[config.mk]
export PLATFORM = sky130hd
export DESIGN_NAME = traffic_light_monitor
export DESIGN_NICKNAME = d
export VERILOG_FILES = /design/src/rtl/traffic_pkg.sv /design/src/rtl/tick_gen.sv /design/src/rtl/traffic_light_monitor.sv
export SDC_FILE = /design/constraint.sdc
export NUM_CORES = 1
export LEC_CHECK = 0
export ABC_AREA = 1
export CAP_MARGIN = 20
export CORE_UTILIZATION = 33
export DETAILED_ROUTE_END_ITERATION = 8
export PLACE_DENSITY_LB_ADDON = 0.05
export SYNTH_ARGS = -nofsm -noshare
export SYNTH_HDL_FRONTEND = slang
export SYNTH_SLANG_ARGS = --single-unit
[constraint.sdc]
create_clock -name clk -period 5.3 [get_ports clk]
set_input_delay 1.59 -clock clk [delete_from_list [all_inputs] [get_ports clk]]
set_output_delay 1.59 -clock clk [all_outputs]
set_load 0.02 [all_outputs]
[src/rtl/traffic_pkg.sv]
// -----------------------------------------------------------------------------
// traffic_pkg
// Shared definitions for the intersection lamp bus, used by both the traffic
// light controller and the independent safety monitor.
//   - Lamp bus order: {N,S,E,W}, each direction {R,G,Y}, 1 = lamp lit.
//   - The five legal lamp patterns (INIT and phases P1..P4).
//   - Phase encodings, fault codes and monitor FSM states.
//   - Helpers: pattern decoder, conflict detector, legal successor lookup.
// -----------------------------------------------------------------------------
package traffic_pkg;

    localparam int LED_W = 12;

    // Bit offset of each direction's {R,G,Y} triple inside the lamp bus
    localparam int DIR_N = 9;
    localparam int DIR_S = 6;
    localparam int DIR_E = 3;
    localparam int DIR_W = 0;

    // Lamp offset inside a triple
    localparam int LAMP_G = 1;
    localparam int LAMP_Y = 0;

    //                                         N    S    E    W
    localparam logic [LED_W-1:0] PAT_INIT = 12'b111_111_111_111;
    localparam logic [LED_W-1:0] PAT_P1   = 12'b100_100_010_010;
    localparam logic [LED_W-1:0] PAT_P2   = 12'b100_100_001_001;
    localparam logic [LED_W-1:0] PAT_P3   = 12'b010_010_100_100;
    localparam logic [LED_W-1:0] PAT_P4   = 12'b001_001_100_100;

    typedef enum logic [2:0] {
        PH_UNKNOWN = 3'd0,
        PH_INIT    = 3'd1,
        PH_P1      = 3'd2,
        PH_P2      = 3'd3,
        PH_P3      = 3'd4,
        PH_P4      = 3'd5,
        PH_ILLEGAL = 3'd6
    } phase_e;

    typedef enum logic [2:0] {
        FC_NONE     = 3'd0,
        FC_CONFLICT = 3'd1,
        FC_PATTERN  = 3'd2,
        FC_SEQUENCE = 3'd3,
        FC_SHORT    = 3'd4,
        FC_LONG     = 3'd5
    } fault_code_e;

    typedef enum logic [1:0] {
        ST_IDLE  = 2'd0,
        ST_RUN   = 2'd1,
        ST_FAULT = 2'd2
    } mon_state_e;

    function automatic phase_e decode_phase(input logic [LED_W-1:0] led);
        case (led)
            PAT_INIT: return PH_INIT;
            PAT_P1:   return PH_P1;
            PAT_P2:   return PH_P2;
            PAT_P3:   return PH_P3;
            PAT_P4:   return PH_P4;
            default:  return PH_ILLEGAL;
        endcase
    endfunction

    // Crossing traffic both allowed to move. INIT lights everything on
    // purpose and is not a conflict.
    function automatic logic lamp_conflict(input logic [LED_W-1:0] led);
        logic ns_go;
        logic ew_go;
        ns_go = led[DIR_N+LAMP_G] | led[DIR_N+LAMP_Y] | led[DIR_S+LAMP_G] | led[DIR_S+LAMP_Y];
        ew_go = led[DIR_E+LAMP_G] | led[DIR_E+LAMP_Y] | led[DIR_W+LAMP_G] | led[DIR_W+LAMP_Y];
        return ns_go && ew_go && (led != PAT_INIT);
    endfunction

    function automatic phase_e next_phase(input phase_e ph);
        case (ph)
            PH_INIT: return PH_P1;
            PH_P1:   return PH_P2;
            PH_P2:   return PH_P3;
            PH_P3:   return PH_P4;
            PH_P4:   return PH_P1;
            default: return PH_UNKNOWN;
        endcase
    endfunction

endpackage

[src/rtl/tick_gen.sv]
// -----------------------------------------------------------------------------
// tick_gen
// Free-running 1 s tick divider: counts 0..CLK_HZ-1 and pulses o_tick for
// the single cycle in which the count equals CLK_HZ-1.
//   clk    : clock
//   rst    : asynchronous active-high reset (count returns to 0)
//   o_tick : one-cycle pulse once every CLK_HZ cycles
// -----------------------------------------------------------------------------
module tick_gen #(
    parameter int CLK_HZ = 50_000_000
) (
    input  logic clk,
    input  logic rst,
    output logic o_tick
);

    localparam int               CNT_W   = $clog2(CLK_HZ);
    localparam logic [CNT_W-1:0] CNT_MAX = CNT_W'(CLK_HZ - 1);

    logic [CNT_W-1:0] cnt_q;
    logic [CNT_W-1:0] cnt_d;

    always_comb begin
        cnt_d = (cnt_q == CNT_MAX) ? '0 : cnt_q + CNT_W'(1);
    end

    always_ff @(posedge clk or posedge rst) begin
        if (rst) begin
            cnt_q <= '0;
        end else begin
            cnt_q <= cnt_d;
        end
    end

    assign o_tick = (cnt_q == CNT_MAX);

endmodule

[src/rtl/traffic_light_monitor.sv]
// -----------------------------------------------------------------------------
// traffic_light_monitor
// Independent safety monitor for the four-way lamp bus. Registers the lamp
// vector, decodes it into a phase, times each phase in whole seconds and
// checks pattern, phase order and phase duration. The first violation is
// latched until clr_fault.
//   clk          : clock
//   rst          : asynchronous active-high reset
//   i_led        : lamp bus {N,S,E,W}, each {R,G,Y}
//   clr_fault    : level, clears a latched fault
//   o_fault      : fault latched
//   o_fault_code : 0 none, 1 conflict, 2 pattern, 3 sequence, 4 short, 5 long
//   o_phase      : 0 unknown, 1 INIT, 2..5 P1..P4, 6 illegal
//   o_phase_sec  : whole seconds in current phase, saturating at 63
//   o_tick       : 1 s pulse
// -----------------------------------------------------------------------------
module traffic_light_monitor
    import traffic_pkg::*;
#(
    parameter int CLK_HZ   = 50_000_000,
    parameter int GREEN_S  = 30,
    parameter int YELLOW_S = 5,
    parameter int TOL_S    = 1
) (
    input  logic             clk,
    input  logic             rst,
    input  logic [LED_W-1:0] i_led,
    input  logic             clr_fault,
    output logic             o_fault,
    output logic [2:0]       o_fault_code,
    output logic [2:0]       o_phase,
    output logic [5:0]       o_phase_sec,
    output logic             o_tick
);

    logic [LED_W-1:0] led_q;
    logic             led_vld_q;   // led_q holds a real sample, not the reset value
    phase_e           phase_q;
    phase_e           phase_d;
    logic [5:0]       sec_q;
    logic [5:0]       sec_d;
    mon_state_e       state_q;
    logic             first_q;     // current phase was entered from IDLE
    logic             fault_q;
    fault_code_e      code_q;

    logic             tick;
    logic             conflict;
    logic             phase_chg;
    logic             checked;
    int               elapsed;
    int               expect_s;
    fault_code_e      viol;

    function automatic int expected_s(input phase_e ph);
        return (ph == PH_P1 || ph == PH_P3) ? GREEN_S : YELLOW_S;
    endfunction

    tick_gen #(
        .CLK_HZ (CLK_HZ)
    ) u_tick_gen (
        .clk    (clk),
        .rst    (rst),
        .o_tick (tick)
    );

    always_comb begin
        phase_d   = led_vld_q ? decode_phase(led_q) : PH_UNKNOWN;
        conflict  = led_vld_q && lamp_conflict(led_q);
        phase_chg = (phase_d != phase_q);
        checked   = phase_q inside {PH_P1, PH_P2, PH_P3, PH_P4};
        elapsed   = int'(sec_q);
        expect_s  = expected_s(phase_q);

        if (phase_chg) begin
            sec_d = '0;
        end else if (tick && sec_q != '1) begin
            sec_d = sec_q + 6'd1;
        end else begin
            sec_d = sec_q;
        end

        // Checks are ordered so the lowest code wins when several hit at once
        viol = FC_NONE;
        if (conflict) begin
            viol = FC_CONFLICT;
        end else if (phase_d == PH_ILLEGAL) begin
            viol = FC_PATTERN;
        end else if (state_q == ST_RUN) begin
            if (phase_chg) begin
                if (phase_d != next_phase(phase_q)) begin
                    viol = FC_SEQUENCE;
                end else if (checked && !first_q && elapsed < expect_s - TOL_S) begin
                    viol = FC_SHORT;
                end
            end else if (checked && elapsed > expect_s + TOL_S) begin
                // Overrun is flagged as soon as it happens, not at phase end
                viol = FC_LONG;
            end
        end
    end

    always_ff @(posedge clk or posedge rst) begin
        if (rst) begin
            led_q     <= '0;
            led_vld_q <= 1'b0;
            phase_q   <= PH_UNKNOWN;
            sec_q     <= '0;
        end else begin
            led_q     <= i_led;
            led_vld_q <= 1'b1;
            phase_q   <= phase_d;
            sec_q     <= sec_d;
        end
    end

    always_ff @(posedge clk or posedge rst) begin
        if (rst) begin
            state_q <= ST_IDLE;
            first_q <= 1'b0;
            fault_q <= 1'b0;
            code_q  <= FC_NONE;
        end else begin
            case (state_q)
                ST_IDLE: begin
                    if (viol != FC_NONE) begin
                        state_q <= ST_FAULT;
                        fault_q <= 1'b1;
                        code_q  <= viol;
                    end else if (phase_d == PH_INIT || phase_d == PH_P1) begin
                        state_q <= ST_RUN;
                        first_q <= 1'b1;
                    end
                end
                ST_RUN: begin
                    if (viol != FC_NONE) begin
                        state_q <= ST_FAULT;
                        fault_q <= 1'b1;
                        code_q  <= viol;
                    end else if (phase_chg) begin
                        first_q <= 1'b0;
                    end
                end
                ST_FAULT: begin
                    // Clear takes precedence over any violation seen this cycle
                    if (clr_fault) begin
                        state_q <= ST_IDLE;
                        fault_q <= 1'b0;
                        code_q  <= FC_NONE;
                    end
                end
                default: begin
                    state_q <= ST_IDLE;
                end
            endcase
        end
    end

    assign o_fault      = fault_q;
    assign o_fault_code = code_q;
    assign o_phase      = phase_q;
    assign o_phase_sec  = sec_q;
    assign o_tick       = tick;

endmodule

* Word level (Yosys, flattened, before mapping)
Cells that the tools add are included.
W data, S select, Z words.
** Operators by class
- Divide/modulo/power cells :: 0
- Reductions and logical operators :: 21
- Shift-type cells :: 0
- Add/sub/neg operators :: 4
- Muxes and demuxes :: 34
- Multiply operators :: 0
- $lt $le $gt $ge :: 2
- Bitwise logic cells :: 6
- Equality and inequality tests :: 28
** Operators by type and width (number)
- $mux W3 :: 14
- $eq A12 B12 Y1 const B :: 3
- $add A26 B1 Y26 const B :: 1
- $eq A26 B26 Y1 const B :: 1
- $mux W26 :: 1
- $pmux W3 S5 :: 1
- $eq A12 B10 Y1 const B :: 1
- $eq A12 B11 Y1 const B :: 1
- $mux W6 :: 2
- $ne A12 B12 Y1 const B :: 1
- $pmux W3 S4 :: 1
- $ne A2 B2 Y1 const B :: 5
- $eq A3 B2 Y1 const B :: 3
- $eq A3 B3 Y1 const B :: 3
- $mux W2 :: 4
- $logic_and A1 B1 Y1 :: 7
- $lt A7 B6 Y1 :: 1
- $add A5 B1 Y6 const B :: 1
- $add A6 B1 Y6 const B :: 1
- $eq A3 B1 Y1 const B :: 2
- $gt A6 B6 Y1 :: 1
- $mux W1 :: 6
- $ne A3 B3 Y1 :: 2
- $ne A6 B6 Y1 const B :: 1
- 19 further kinds :: 31
** Word-level totals
- Logic and storage cells :: 104
- Register bits after elaboration :: 55
- Memories kept :: 0
- Output and inout bits :: 14
- Bits in latches :: 0
- ROM bits :: 0
- RAM bits :: 0

* Longest topological paths before layout
Gate-level depths: netlist (run 1).
- Depth after elaboration :: 17
- Gate-level depth with buffers :: 19

* Hierarchy
A second synthesis (run 1) with hierarchy kept.
** Second synthesis, totals
- Cell total of the unflattened synthesis :: 468
- Area total of the unflattened synthesis :: 3362.0 µm²
** Modules (own cells, without submodules)
- traffic_light_monitor :: cells each 253, times used 1, area each 1778.0 µm², sequential area each 725.7 µm²
- tick_gen :: cells each 215, times used 1, area each 1584.0 µm², sequential area each 650.6 µm²

* Least setup slack after synthesis (run 1)
Ideal clock, no wire load.
- Path type :: flip-flop to output port
- Start point :: register u_tick_gen.cnt_q[0]
- End point :: output o_tick
- Path slack :: 2551 ps
- Stages on the path, launching flop included :: 8
- Arrival time :: 1159 ps
- Required time :: 3710 ps
- Path buffers :: 0
- Cells stage by stage :: dfrtp_1 ha_1 nand2_1 inv_1 nand2_1 nor3_1 nand2_1 clkinv_2
** Between the ends
- Cells in the longest elaborated chain, start to end :: 1
** Ends and longest elaborated chain
- start: declaration :: RTL line tick_gen.sv:20 : logic [CNT_W-1:0] cnt_q;
- start signal: assignment :: RTL line tick_gen.sv:31 : cnt_q <= cnt_d;
- $eq A26 B26 Y1 :: RTL line tick_gen.sv:35 : assign o_tick = (cnt_q == CNT_MAX);
- end: declaration :: RTL line traffic_light_monitor.sv:33 : output logic o_tick
Every way passes these cells.

* Final worst setup path (run 1)
- Start point :: register u_tick_gen.cnt_q[11]
- End point :: output o_tick
The elaborated chain is that of the path after synthesis.

==> impl_metrics.tcl, run 1 <==
set metrics [dict create \
    status "finished, final reports clean" \
    r2r-start "o_phase[1]" \
    worst-path-buf-inv 2 \
    hold_end "u_tick_gen.cnt_q[0]" \
    synth_seq_area_share_pct 42.57 \
    ff2ff_path_depth 15 \
    syn_inst 413 \
    n_antenna_cell 0 \
    synthToLayoutAreaGrowth_pct 17.57 \
    rows 35 \
    hold_slack_ns 0.4924 \
    arrival_ns 2.32 \
    drtIter0Drc 113 \
    min_period_ns 3.906 \
    cpLargestDelayFamily "buffers and inverters" \
    drt_pass1_iterations 4 \
    clock_path_buffers 2 \
    clk_pin_slew_ns 0.10 \
    finalCritPeriodShare_pct 73.70 \
    worstReg2RegEnd "o_fault_code[0]" \
    viasPerCell 4.512 \
    ys_warn_count 0 \
    start_util_pct 34.50 \
    holdBufCountCts 0 \
    htreeDepth 2 \
    rsz0062_at_grt "no" \
    drc_errors 0 \
    hold_violations 0 \
    ios 29 \
    clockRootBuffer "clkbuf_8" \
    port_buffers 28 \
    synth_cell_types 35 \
    maxCapViolations 0 \
    maxSlewViolCount 0 \
    regToRegSetupSlack_ns 2.87 \
    clock_latency_ns 0.32 \
    synth_nets 434 \
    grt_pass1_wl_mm 12.06 \
    whs_path_depth 1 \
    antenna_found_initial 0 \
    die_height_um 101.0 \
    first_global_vias 2631 \
    power.density_mw_per_mm2 262.5 \
    slew_headroom_pct 45.60 \
    critPathMaxStageDelay_ns 0.63 \
    finalNetCount 469 \
    tritoncts "done" \
    vias 2608 \
    hold_class "flip-flop to flip-flop" \
    synth.area.top_cells "dfrtp_1 43%, nand2_1 10%, inv_1 7.1%" \
    layout.cells.non_filler 578 \
    synth_area_mm2 0.003233 \
    setup_viol 0 \
    criticalPathCategory "flip-flop to output port" \
    yosysTopAreaCell "dfrtp_1" \
    cts_resized 0 \
    mostFrequentLayoutCell "nand2_1" \
    routedWlPerCell_um 11.91 \
    critPathSlowestCell "clkdlybuf4s50_1" \
    cts_made_buffers 5 \
    ir_drop_uv 150.1 \
    grt_usage_pct 15.13 \
    drtAntennaViolNets 0 \
    drive_gt1_share_pct 13.81 \
    cp_common_cell "nand2_1" \
    place_congestion 0.8697 \
    cp_max_fo 9 \
    tightestPinTransition_ns 0.8149 \
    synth_seq_cells 55 \
    core_mm2 0.009371 \
    postLayoutCoreUtil_pct 40.56 \
    crit_chain "nor4_1 -> nand2_1 -> nor3_2 -> nand2_1 -> clkinv_2 -> clkdlybuf4s50_1" \
    cts.sinks 55 \
    grt_max_degree 40 \
    synth_top_area_share_pct 42.57 \
    crit_path_end_kind "output port" \
    syn_avg_cell_area_um2 7.828 \
    gr-total-overflow 0 \
    skew_ns 0.01032 \
    start_kind "flip-flop" \
    cts_setup_buffers 0 \
    p_leak_nw 1.834 \
    die_area_mm2 0.01020 \
    worstHoldStart "u_tick_gen.cnt_q[0]" \
    tns_ns 0 \
    max_freq_mhz 256.0 \
    drt_wl_total_mm 6.884 \
    die_w_um 101.0 \
    hpwlAfterDp_mm 5.429 \
    required_ns 3.71 \
    final_cell_mix "88 x nand2_1, 60 x inv_1, 55 x dfrtp_1, 52 x nor2_1, 30 x nand3_1" \
    placed_cells 570 \
]
[where the power goes]
group	switching, mW	internal [mW]
logic	0.108	0.0779
clock network	0.146	0.189
registers	0.0285	0.449
[through the flow]
step / cell area (µm²) / setup WS (ns) / power [mW]
2_1_floorplan: 3233 / 2.367 / 0.6087
3_3_place_gp: 3669 / 1.736 / 0.6752
3_5_place_dp: 3669 / 1.715 / 0.6751
4_1_cts: 3801 / 1.342 / 1.012
5_1_grt: 3801 / 1.168 / 1.050
6_report: 3801 / 1.394 / 0.9978
[per-layer routing]
metal / GRT usage, % / up-vias / wire [µm] / part of all wire (%)
met5: 0 / - / 0 / 0
met4: 5.686 / 0 / 130 / 1.9
met3: 2.358 / 12 / 149 / 2.2
met2: 26.45 / 30 / 3329 / 48
met1: 18.77 / 1185 / 3275 / 48
li1: - / 1381 / - / -
[Yosys cell counts (all sizes together)]
| cell | n |
|---|---|
| conb | 1 |
| o21a | 1 |
| a221oi | 1 |
| xor2 | 7 |
| nor4 | 8 |
| nor4b | 1 |
| nand3 | 36 |
| nand4 | 13 |
| o31ai | 3 |
| or2 | 2 |
| inv | 69 |
| dfrtp | 55 |
| xnor2 | 5 |
| nor3 | 9 |
| nor2 | 62 |
| o21ai | 8 |
| clkinv | 1 |
| a21oi | 18 |
| a31oi | 1 |
| ha | 6 |
| nand2 | 105 |
| clkbuf | 1 |
[state kept, by name, indices dropped and copies added (netlist names)]
register	flops
o_fault_code	3
u_tick_gen.cnt_q	26
led_q	12
o_fault	1
first_q	1
state_q	2
o_phase_sec	6
o_phase	3
led_vld_q	1
[cells by family (layout without fill, tap and decap cells)]
kind of cell             after synthesis  count (layout)  share of synthesized area (%)
adder cells (fa/ha/maj)                6               6                          2.322
flip-flops                            55              55                          42.57
AO/OA/AOI/OAI                         32              32                          5.766
buffers and inverters                 71             107                          8.669
AND/OR/NAND/NOR                      236             236                          37.31
XOR/XNOR                              12              12                          3.251
other                                  1               1                         0.1160
[layout make-up]
type,count,area [µm²]
tap,129,161.4
sequential,55,1376
inverter,70,266.5
fill,998,5570
clock buffer,6,72.57
clock inverter,2,60.06
timing repair buffer,29,287.8
multi-input combinational,287,1577
[how the worst max path moves through the flow]
stage          slack (ns)                  from  cells after the start       to
3_5_place_dp         1.71  u_tick_gen.cnt_q[11]                      6   o_tick
3_3_place_gp         1.74  u_tick_gen.cnt_q[16]                      6   o_tick
2_1_floorplan        2.37                   rst                      1  first_q
5_1_grt              1.17  u_tick_gen.cnt_q[11]                      6   o_tick
4_1_cts              1.34  u_tick_gen.cnt_q[11]                      6   o_tick
6_report             1.39  u_tick_gen.cnt_q[11]                      6   o_tick
Note: power is estimated with default switching activity, not from simulation.
==> run 2: changes to the inputs <==
clock period = 3.5 ns   (was 5.3 ns; I/O delays follow)
==> impl_metrics.tcl, run 2 (synthesis gave the netlist of run 1 again) <==
set metrics [dict create \
    postLayoutCoreUtil_pct 40.32 \
    start_util_pct 34.50 \
    critPathSlowestCell "dfrtp_1" \
    viasPerCell 4.554 \
    routedWlPerCell_um 11.89 \
    required_ns 2.45 \
    first_global_vias 2531 \
    htreeDepth 2 \
    finalNetCount 470 \
    rsz0062_at_grt "no" \
    mostFrequentLayoutCell "nand2_1" \
    cts_resized 0 \
    ff2ff_path_depth 15 \
    drt_wl_total_mm 6.887 \
    fillerInstances 998 \
    ir_drop_uv 129.8 \
    maxSlewViolCount 0 \
    power.density_mw_per_mm2 368.1 \
    grt_usage_pct 15.00 \
    whs_path_depth 2 \
    clockRootBuffer "clkbuf_8" \
    cts_made_buffers 5 \
    crit_path_end_kind "output port" \
    drive_gt1_share_pct 14.00 \
    clock_path_buffers 2 \
    skew_ns 0.006975 \
    maxCapViolations 0 \
    r2r-start "o_phase[1]" \
    ios 29 \
    start_kind "flip-flop" \
    regToRegSetupSlack_ns 0.97 \
    cts.sinks 55 \
    crit_chain "nor4_1 -> nand2_1 -> nor3_2 -> nand2_1 -> clkinv_2 -> dlymetal6s2s_1" \
    die_w_um 101.0 \
    tritoncts "done" \
    die_area_mm2 0.01020 \
    holdBufCountCts 0 \
    tns_ns 0 \
    gr-total-overflow 0 \
    arrival_ns 1.97 \
    largest_register_ffs 26 \
    vias 2637 \
    cp_max_fo 9 \
    antenna_found_initial 0 \
    min_period_ns 3.016 \
    clk_pin_slew_ns 0.10 \
    worst-path-buf-inv 2 \
    max_freq_mhz 331.6 \
    cp_common_cell "nand2_1" \
    clock_latency_ns 0.31 \
    drt_pass1_iterations 4 \
    status "finished, final reports clean" \
    worstHoldStart "first_q" \
    critPathMaxStageDelay_ns 0.46 \
    place_congestion 0.8167 \
    port_buffers 28 \
    hold_end "first_q" \
    cts_setup_buffers 0 \
    rows 35 \
    hpwlAfterDp_mm 5.499 \
    final_cell_mix "88 x nand2_1, 60 x inv_1, 55 x dfrtp_1, 52 x nor2_1, 30 x nand3_1" \
    die_height_um 101.0 \
    hold_violations 0 \
    regMostFlops "u_tick_gen.cnt_q" \
    hold_class "flip-flop to flip-flop" \
    n_antenna_cell 0 \
    setup_viol 0 \
    grt_max_degree 26 \
    criticalPathCategory "flip-flop to output port" \
    drtAntennaViolNets 0 \
    cpLargestDelayFamily "simple AND/OR/NAND/NOR gates" \
    drc_errors 0 \
    grt_pass1_wl_mm 11.94 \
    core_mm2 0.009371 \
    finalCritPeriodShare_pct 86.16 \
    p_leak_nw 1.844 \
    drtIter0Drc 77 \
    synthToLayoutAreaGrowth_pct 16.87 \
    worstReg2RegEnd "o_fault_code[1]" \
]
==> run 2: area by class of cell <==
| class | instances | area, µm² | area share [%] |
|---|---|---|---|
| well taps | 129 | 161.4 | 4.272 |
| repair buffers | 30 | 297.8 | 7.881 |
| inverters | 70 | 266.5 | 7.053 |
| flip-flops and latches | 55 | 1376 | 36.42 |
| clock buffers | 8 | 100.1 | 2.649 |
| multi-input cells | 287 | 1577 | 41.72 |
==> run 2: worst reg2reg max path: stages (launching register included) <==
cell     delay, ns
dfrtp_1       0.45
inv_1         0.10
nand2_1       0.08
nor2_1        0.05
nor2_1        0.29
ha_1          0.31
a21oi_1       0.14
nand2_1       0.08
nor4_1        0.31
nand4_1       0.14
nand2_1       0.12
nand2_4       0.08
nand2_4       0.09
nand2_4       0.06
nand3_1       0.07
nand2_1       0.05
==> run 2: per-stage QoR <==
stage,std cells,hold WS (ns),area (µm²),total power [mW],setup slack [ns]
floorplan,413,0.4425,3233,0.9217,1.107
global placement,571,0.4661,3676,1.024,0.4451
detailed placement,571,0.4735,3676,1.025,0.3948
CTS,579,0.4904,3776,1.419,0.03807
global route,579,0.5128,3779,1.474,0.3110
finish,579,0.4859,3779,1.391,0.4842
==> run 2: layer usage <==
metal | vias to the layer above | wire length, µm | track usage (%)
met3 | 7 | 132 | 2.427
met2 | 21 | 3248 | 25.34
met4 | 0 | 70 | 4.459
met5 | - | 0 | 0
met1 | 1222 | 3437 | 19.72
li1 | 1387 | - | -
==> run 2: how the worst max path moves through the flow <==
stage          cells past startpoint      end                 start
2_1_floorplan                      1  first_q                   rst
3_3_place_gp                       6   o_tick  u_tick_gen.cnt_q[16]
3_5_place_dp                       6   o_tick  u_tick_gen.cnt_q[16]
4_1_cts                            6   o_tick  u_tick_gen.cnt_q[16]
5_1_grt                            6   o_tick  u_tick_gen.cnt_q[16]
6_report                           6   o_tick  u_tick_gen.cnt_q[16]
==> run 2: power breakdown <==
part	total, mW	switching [mW]	internal [mW]
Combinational	0.282	0.163	0.119
Sequential	0.723	0.0434	0.680
Clock	0.386	0.205	0.181
==> run 3: changes to the inputs <==
GPL_TIMING_DRIVEN = 0   (was not set)
clock period = 2.77 ns   (was 3.5 ns; I/O delays follow)
==> impl_metrics.tcl, run 3 (synthesis gave the netlist of run 1 again) <==
set metrics [dict create \
    cp-endpoint "o_tick" \
    power_frac_comb_pct 19.6 \
    required_ns 1.94 \
    first_global_vias 2611 \
    p_leak_nw 1.859 \
    regMostFlops "u_tick_gen.cnt_q" \
    ios 29 \
    criticalPathCategory "flip-flop to output port" \
    drtAntennaViolNets 0 \
    power.density_mw_per_mm2 480.0 \
    setup_ws_ns 0.2161 \
    clockPowerShare_pct 31.2 \
    crit_path_end_kind "output port" \
    die_w_um 101.0 \
    clock_path_buffers 2 \
    status "finished, final reports clean" \
    clock_latency_ns 0.31 \
    crit_chain "inv_1 -> nor4_2 -> nand2_1 -> nor3_2 -> nand2_2 -> clkinv_4 -> buf_2" \
    final_cell_mix "87 x nand2_1, 60 x inv_1, 54 x dfrtp_1, 52 x nor2_1, 30 x nand3_1" \
    n_antenna_cell 0 \
    grt_usage_pct 15.22 \
    grt_pass1_wl_mm 12.17 \
    drc_errors 0 \
    hold_class "flip-flop to flip-flop" \
    finalNetCount 473 \
    cts_made_buffers 5 \
    maxSlewViolCount 0 \
    grt_max_degree 37 \
    mostFrequentLayoutCell "nand2_1" \
    postLayoutCoreUtil_pct 41.17 \
    drt_wl_total_mm 7.008 \
    fin_total_pwr_mw 1.852 \
    r2r-start "o_phase[1]" \
    setup_viol 0 \
    gr-total-overflow 0 \
    cp_max_fo 9 \
    sequentialPowerShare_pct 49.2 \
    intPower_mw 1.310 \
    routedWlPerCell_um 12.04 \
    ff2ff_path_depth 15 \
    antenna_found_initial 0 \
    port_buffers 28 \
    tns_ns 0 \
    worst-path-buf-inv 3 \
    critPathMaxStageDelay_ns 0.39 \
    worstHoldStart "u_tick_gen.cnt_q[0]" \
    place_congestion 0.7984 \
    critPathSlowestCell "dfrtp_1" \
    cts.sinks 55 \
    min_period_ns 2.554 \
    hpwlAfterDp_mm 5.348 \
    cp-startpoint "u_tick_gen.cnt_q[17]" \
    p_sw_uw 542.5 \
    ir_drop_uv 242.2 \
    finish.instance_area_mm2 0.003859 \
    viasPerCell 4.533 \
    place_area_mm2 0.003695 \
    start_util_pct 34.50 \
    clockRootBuffer "clkbuf_8" \
    skew_ns 0.004557 \
    drt_pass1_iterations 4 \
    place_ws_ns -0.1470 \
    start_kind "flip-flop" \
    regToRegSetupSlack_ns 0.37 \
    drtIter0Drc 92 \
    cpLargestDelayFamily "simple AND/OR/NAND/NOR gates" \
    rsz0062_at_grt "no" \
    core_mm2 0.009371 \
    p_sw_share_pct 29.29 \
    drive_gt1_share_pct 16.11 \
    die_area_mm2 0.01020 \
    tritoncts "done" \
    htreeDepth 2 \
    worstReg2RegEnd "o_fault_code[0]" \
    finalCritPeriodShare_pct 92.20 \
    vias 2638 \
    rows 35 \
    die_height_um 101.0 \
    holdBufCountCts 0 \
    synthToLayoutAreaGrowth_pct 19.35 \
    clk_pin_slew_ns 0.10 \
    maxCapViolations 0 \
    hold_violations 0 \
    max_freq_mhz 391.6 \
    largest_register_ffs 26 \
    arrival_ns 1.72 \
    cp_num_cells 7 \
]
==> run 3: through the flow <==
| step | hold WS, ns | cells |
|---|---|---|
| floorplan | 0.4425 | 413 |
| finish | 0.4821 | 582 |
| detailed placement | 0.4705 | 571 |
| CTS | 0.4884 | 580 |
| global placement | 0.4672 | 570 |
| global route | 0.5159 | 582 |
==> run 3: power by group through the flow <==
stage | clock network [mW] | registers, mW | logic [mW]
after detailed placement | 0 | 0.929 | 0.370
after floorplan | 0 | 0.951 | 0.213
after global placement | 0 | 0.928 | 0.363
after CTS | 0.610 | 0.912 | 0.372
final | 0.578 | 0.911 | 0.363
after global routing | 0.633 | 0.921 | 0.410
==> run 3: routing by layer <==
layer	global-route usage, %	vias up	wire [µm]
met1	19.89	1223	3322
met4	3.010	0	47
met3	2.635	4	145
met5	0	-	0
met2	26.45	17	3492
li1	-	1394	-
==> run 3: worst min path at each step <==
stage | to | depth (start not counted) | slack [ns]
5_1_grt | o_fault | 2 | 0.52
3_5_place_dp | o_fault | 2 | 0.47
6_report | u_tick_gen.cnt_q[0] | 1 | 0.48
2_1_floorplan | first_q | 2 | 0.44
3_3_place_gp | o_fault | 2 | 0.47
4_1_cts | u_tick_gen.cnt_q[0] | 1 | 0.49
==> run 3: final cells by class <==
cell class	instances	area (µm²)
Clock inverter	2	38.79
Multi-Input combinational cell	287	1597
Sequential cell	55	1378
Tap cell	129	161.4
Fill cell	984	5513
Buffer	1	13.76
Timing Repair Buffer	32	317.8
Inverter	70	270.3
Clock buffer	6	82.58
==> run 3: worst reg2reg max path, stage by stage (launching register included) <==
cell and delay (ns):
dfrtp_1 0.46, inv_1 0.09, nand2_1 0.09, nor2_1 0.05, nor2_1 0.25, ha_1 0.30, a21oi_1 0.15, nand2_1 0.08
nor4_1 0.24, nand4_1 0.12, nand2_1 0.11, nand2_4 0.08, nand2_4 0.09, nand2_4 0.06, nand3_1 0.07, nand2_1 0.05
==> run 3: what timing repair did <==
item,in CTS,in global routing
gates cloned,0,0
buffers inserted,1,2
endpoints found under the setup margin,1,1
pin swaps,1,2
gates resized for setup,6,4
